## config.mk

```make
export PLATFORM = sky130hd
export DESIGN_NAME = dm_arbiter
export DESIGN_NICKNAME = d
export VERILOG_FILES = /design/src/rtl/dm_arbiter.sv
export SDC_FILE = /design/constraint.sdc
export NUM_CORES = 1
export LEC_CHECK = 0
export CORE_AREA = 2 2 117 119
export CTS_CLUSTER_DIAMETER = 50
export DETAILED_ROUTE_END_ITERATION = 10
export DIE_AREA = 0 0 119 121
export DONT_BUFFER_PORTS = 1
export REMOVE_ABC_BUFFERS = 1
export SLEW_MARGIN = 10
export SYNTH_ARGS = -nofsm -noshare
export SYNTH_HDL_FRONTEND = slang
export SYNTH_SLANG_ARGS = --single-unit
```

## constraint.sdc

```tcl
create_clock -name clk -period 8.95 [get_ports clk]
set_clock_uncertainty 0.05 [all_clocks]
set_input_delay 2.685 -clock clk [delete_from_list [all_inputs] [get_ports clk]]
set_output_delay 2.685 -clock clk [all_outputs]
set_load 0.03 [all_outputs]
```

## src/rtl/dm_arbiter.sv

```systemverilog
// rtl/dm_arbiter.sv - two-port arbiter for the single-port data memory
// Grants one word access per cycle, rejects illegal addresses, returns registered read data.
module dm_arbiter #(
  parameter int unsigned MEM_BYTES   = 128,
  parameter bit          P0_PRIORITY = 1'b0
) (
  input  logic        clk,
  input  logic        rst_n,
  input  logic        req0,
  input  logic        req1,
  input  logic        we0,
  input  logic        we1,
  input  logic [31:0] addr0,
  input  logic [31:0] addr1,
  input  logic [31:0] wdata0,
  input  logic [31:0] wdata1,
  output logic        gnt0,
  output logic        gnt1,
  output logic        rvalid0,
  output logic        rvalid1,
  output logic [31:0] rdata0,
  output logic [31:0] rdata1,
  output logic        err0,
  output logic        err1,
  output logic [1:0]  err_sticky,
  input  logic        err_clr,
  output logic        dm_mem_read,
  output logic        dm_mem_write,
  output logic [31:0] dm_addr,
  output logic [31:0] dm_write_data,
  input  logic [31:0] dm_read_data
);

  localparam logic [31:0] LAST_WORD = 32'(MEM_BYTES - 4);

  logic        last_grant;
  logic        pend_valid;
  logic        pend_port;
  logic [1:0]  err_q;
  logic [1:0]  new_err;
  logic        legal0;
  logic        legal1;
  logic        pick0;
  logic        sel_legal;
  logic        sel_we;
  logic [31:0] sel_addr;
  logic [31:0] sel_wdata;

  // Full 32-bit compare so large addresses never alias into the memory.
  assign legal0 = (addr0[1:0] == 2'b00) && (addr0 <= LAST_WORD);
  assign legal1 = (addr1[1:0] == 2'b00) && (addr1 <= LAST_WORD);

  always_comb begin
    pick0 = P0_PRIORITY ? 1'b1 : last_grant;
    gnt0  = rst_n & req0 & (~req1 | pick0);
    gnt1  = rst_n & req1 & (~req0 | ~pick0);
  end

  always_comb begin
    sel_we    = gnt1 ? we1    : we0;
    sel_addr  = gnt1 ? addr1  : addr0;
    sel_wdata = gnt1 ? wdata1 : wdata0;
    sel_legal = (gnt0 & legal0) | (gnt1 & legal1);
    new_err   = {gnt1 & ~legal1, gnt0 & ~legal0};
  end

  // A rejected grant still consumes the slot but never reaches the memory.
  always_comb begin
    dm_mem_read   = sel_legal & ~sel_we;
    dm_mem_write  = sel_legal & sel_we;
    dm_addr       = sel_legal ? sel_addr : 32'h0;
    dm_write_data = (sel_legal & sel_we) ? sel_wdata : 32'h0;
  end

  always_ff @(posedge clk or negedge rst_n) begin
    if (!rst_n) begin
      last_grant <= 1'b1;
      pend_valid <= 1'b0;
      pend_port  <= 1'b0;
      err_q      <= 2'b00;
      err_sticky <= 2'b00;
    end else begin
      if (gnt0 | gnt1) begin
        last_grant <= gnt1;
      end
      pend_valid <= dm_mem_read;
      pend_port  <= gnt1;
      err_q      <= new_err;
      err_sticky <= (err_clr ? 2'b00 : err_sticky) | new_err;
    end
  end

  always_comb begin
    rvalid0 = pend_valid & ~pend_port;
    rvalid1 = pend_valid & pend_port;
    rdata0  = rvalid0 ? dm_read_data : 32'h0;
    rdata1  = rvalid1 ? dm_read_data : 32'h0;
    err0    = err_q[0];
    err1    = err_q[1];
  end

endmodule

```

==> summary.txt <==
Run status
  – Status: finished, final reports clean

Clock tree
  – Post-CTS sizing: 0
  – CTS max path bufs: 2
  – CTS H-tree lvls: 1
  – Clk sinks: 7
  – Post-CTS setup buffer count: 0
  – Root buf cell: clkbuf_16
  – Reg clk slew, reported paths: 0.04 ns
  – Hold buffers post-CTS: 0
  – CTS tree: yes
  – Later-pin clock latency in the skew report: about 0.23 ns
  – CTS buffer count: 3

Worst setup path
  – Crit Path Class: input pin to output pin
  – Critical Path RT: a little over 6 ns
  – WP data arrival: 4.72 ns
  – Startpoint Class: input pin
  – Worst-path fanout max: 39
  – Critical Path End Type: output pin

Job
  – Max Cap Violations: 0

Synthesis
  – Cell variety after synth: 27
  – Largest area contributor in the netlist: nand2_1
  – Post-synthesis mux area share: 3.37%
  – Fraction of registers with async set/reset: 100%
  – Synth Warn #: 0
  – Post-synthesis register bit count: 7
  – Most used DFF post-synth: dfrtp_1
  – Mapped Area: between 0.0015 and 0.002 mm²
  – Adder-cell share of the synthesized area: 0%
  – Post-synth top area share: between 10% and 20%
  – Sequential area share after synthesis: 9.91%
  – Synth Area in Simple Gates: 45.1%
  – Post-synthesis xor/xnor area fraction: 0%
  – Avg Inst Size Synth: 6.52 µm²
  – Synthesized instance count: 273
  – Compound-Gate Fraction of Synth Area: 21.4%
  – Synth area leaders: nand2_1 (15%), a221oi_1 (14%), buf_4 (12%)
  – EDFF count, synth: 0
  – Main combinational cell family by area after synthesis: simple AND/OR/NAND/NOR gates

Global route
  – Largest net degree at the start of global routing: 40
  – First-pass GRT wire length: 10.4 mm
  – Initial antenna violation count: 1
  – Aggregate global routing overflow: 0
  – Number of global-route vias before repair: 1855
  – Total GRT Usage: a little under a tenth

Routing
  – WL final: 7.84 mm
  – Number of vias per cell: 4.58
  – First DRT Iteration DRCs: 157
  – Antenna-violating nets left: 0
  – 1st-pass router iterations: 4
  – DR DRC count: 0
  – Vias: 2141
  – WL per Instance: between 15 and 20 µm

Floorplanning
  – Die Height: roughly 120 µm
  – Width of the die: between 100 and 150 µm
  – Starting density of the core: 13.6%
  – Placeable core area: 0.0131 mm²
  – # IOs: about 300
  – Cell Rows: 42
  – Die area: approximately 0.014 mm²

Cells and area
  – Commonest non-fill, non-tap cell in the layout: nand2_1
  – Commonest non-fill, non-tap cells in the layout: nand2_1 (69), buf_4 (41), and2_1 (33)
  – Footprint of the multi-input gates: 0.00136 mm²
  – Final Core Density: 16.6%
  – Final instance area: approximately 0.0022 mm²
  – Layout Nets: around 460
  – Fill cells: approximately 1500
  – FF+latch area: ~180 µm²
  – Area Overhead vs Synth: 21.6%
  – Share of layout cells above drive strength 1: 18.3%

Placed design
  – HPWL after DPL: 6.60 mm
  – Area after DPL: 0.00208 mm²
  – Worst slack, placed: around 1.5 ns
  – Count of input and output buffers: 0
  – GPL Wtd Cong: 0.798

Hold path
  – Hold Crit Class: flop to flop

Timing
  – Setup ws final: 1.49 ns
  – Total Neg Setup Slack: 0 ns
  – RSZ-0062 raised after global routing: no
  – Final hold viol count: 0
  – Part of the cycle the worst path needs: 83.3%
  – Slew @ Worst Pin: 1.11 ns
  – Count of pins over their slew limit: 0
  – Max Clk Rate: 134 MHz
  – Rel. slew slack: about a quarter
  – Final setup vio count: 0
  – Final min period: 7.46 ns

Pwr
  – Worst vdd ir: approximately 0.044 mV
  – Pleak: 0.00100 µW
  – Total chip power: 164 µW
  – PwrDens: 75.8 mW/mm²
-- power by group --
group	leakage, µW	switching [µW]	total (µW)	internal (µW)
Sequential	0.0000891	8.03	43.3	35.3
Combinational	0.000875	36.0	45.9	9.85
Clock	0.0000409	16.4	75.0	58.5
Total	0.00100	60.5	164	104
-- through the flow --
step                      cells  hold slack [ns]
after floorplan             244            0.420
after global placement      461            0.444
after detailed placement    461            0.444
after CTS                   465            0.449
after global routing        467            0.500
final                       467            0.448
-- cell usage after synthesis (3+ instances only) --
| cell type | number |
|---|---|
| a21o_1 | 3 |
| a21oi_1 | 6 |
| a221oi_1 | 29 |
| a221oi_2 | 3 |
| and2_1 | 33 |
| and3_1 | 32 |
| buf_2 | 5 |
| buf_4 | 28 |
| buf_6 | 3 |
| clkbuf_1 | 19 |
| dfrtp_1 | 6 |
| inv_1 | 4 |
| mux2i_1 | 6 |
| nand2_1 | 69 |
| nor4_1 | 12 |
-- critical path, cell delays in order --
cell      delay, ns
nor4_1         0.30
nand4_1        0.21
or4_4          0.77
a221oi_1       0.50
buf_4          0.24
-- state kept, by name, summed over array words and instances (netlist names) --
name	flops
err_sticky	2
pend_port	1
err_q	2
pend_valid	1
last_grant	1
-- final cells by class --
class | count | share of cell area [%]
multi-input combinational | 233 | 62.9
clock inverter | 1 | 0.231
tap | 176 | 10.2
timing repair buffer | 41 | 14.2
inverter | 4 | 0.693
sequential | 7 | 8.15
clock buffer | 3 | 3.47
antenna | 2 | 0.231
-- path summary, 6_finish.rpt --
check / endpoint / slack (ns) / cells after the start / start
setup reg to reg: pend_valid$_DFF_PN0_ / 6.54 / 5 / last_grant$_DFFE_PN1P_
hold / removal: last_grant$_DFFE_PN1P_ / 0.45 / 2 / last_grant$_DFFE_PN1P_
hold reg to reg: last_grant$_DFFE_PN1P_ / 0.45 / 2 / last_grant$_DFFE_PN1P_
setup / recovery: dm_write_data[16] / 1.49 / 5 / addr1[14]
min in group asynchronous: err_sticky[0]$_DFF_PN0_ / 2.10 / 0 / rst_n
max in group asynchronous: last_grant$_DFFE_PN1P_ / 6.58 / 0 / rst_n
-- metal layers --
| layer | vias up | track usage [%] | wire length (µm) |
|---|---|---|---|
| li1 | 951 | - | - |
| met1 | 994 | 9.94 | 2680 |
| met2 | 187 | 17.9 | 4130 |
| met3 | 9 | 2.44 | 848 |
| met4 | 0 | 3.35 | 184 |
| met5 | - | 0 | 0 |
-- cells by family (layout without fill, tap and decap cells) --
family | count (synthesis) | in the layout
flip-flops | 7 | 7
AO/OA/AOI/OAI | 45 | 45
AND/OR/NAND/NOR | 155 | 155
multiplexers | 6 | 6
other | 1 | 29
buffers and inverters | 59 | 49
Note: power is estimated with default switching activity, not from simulation.
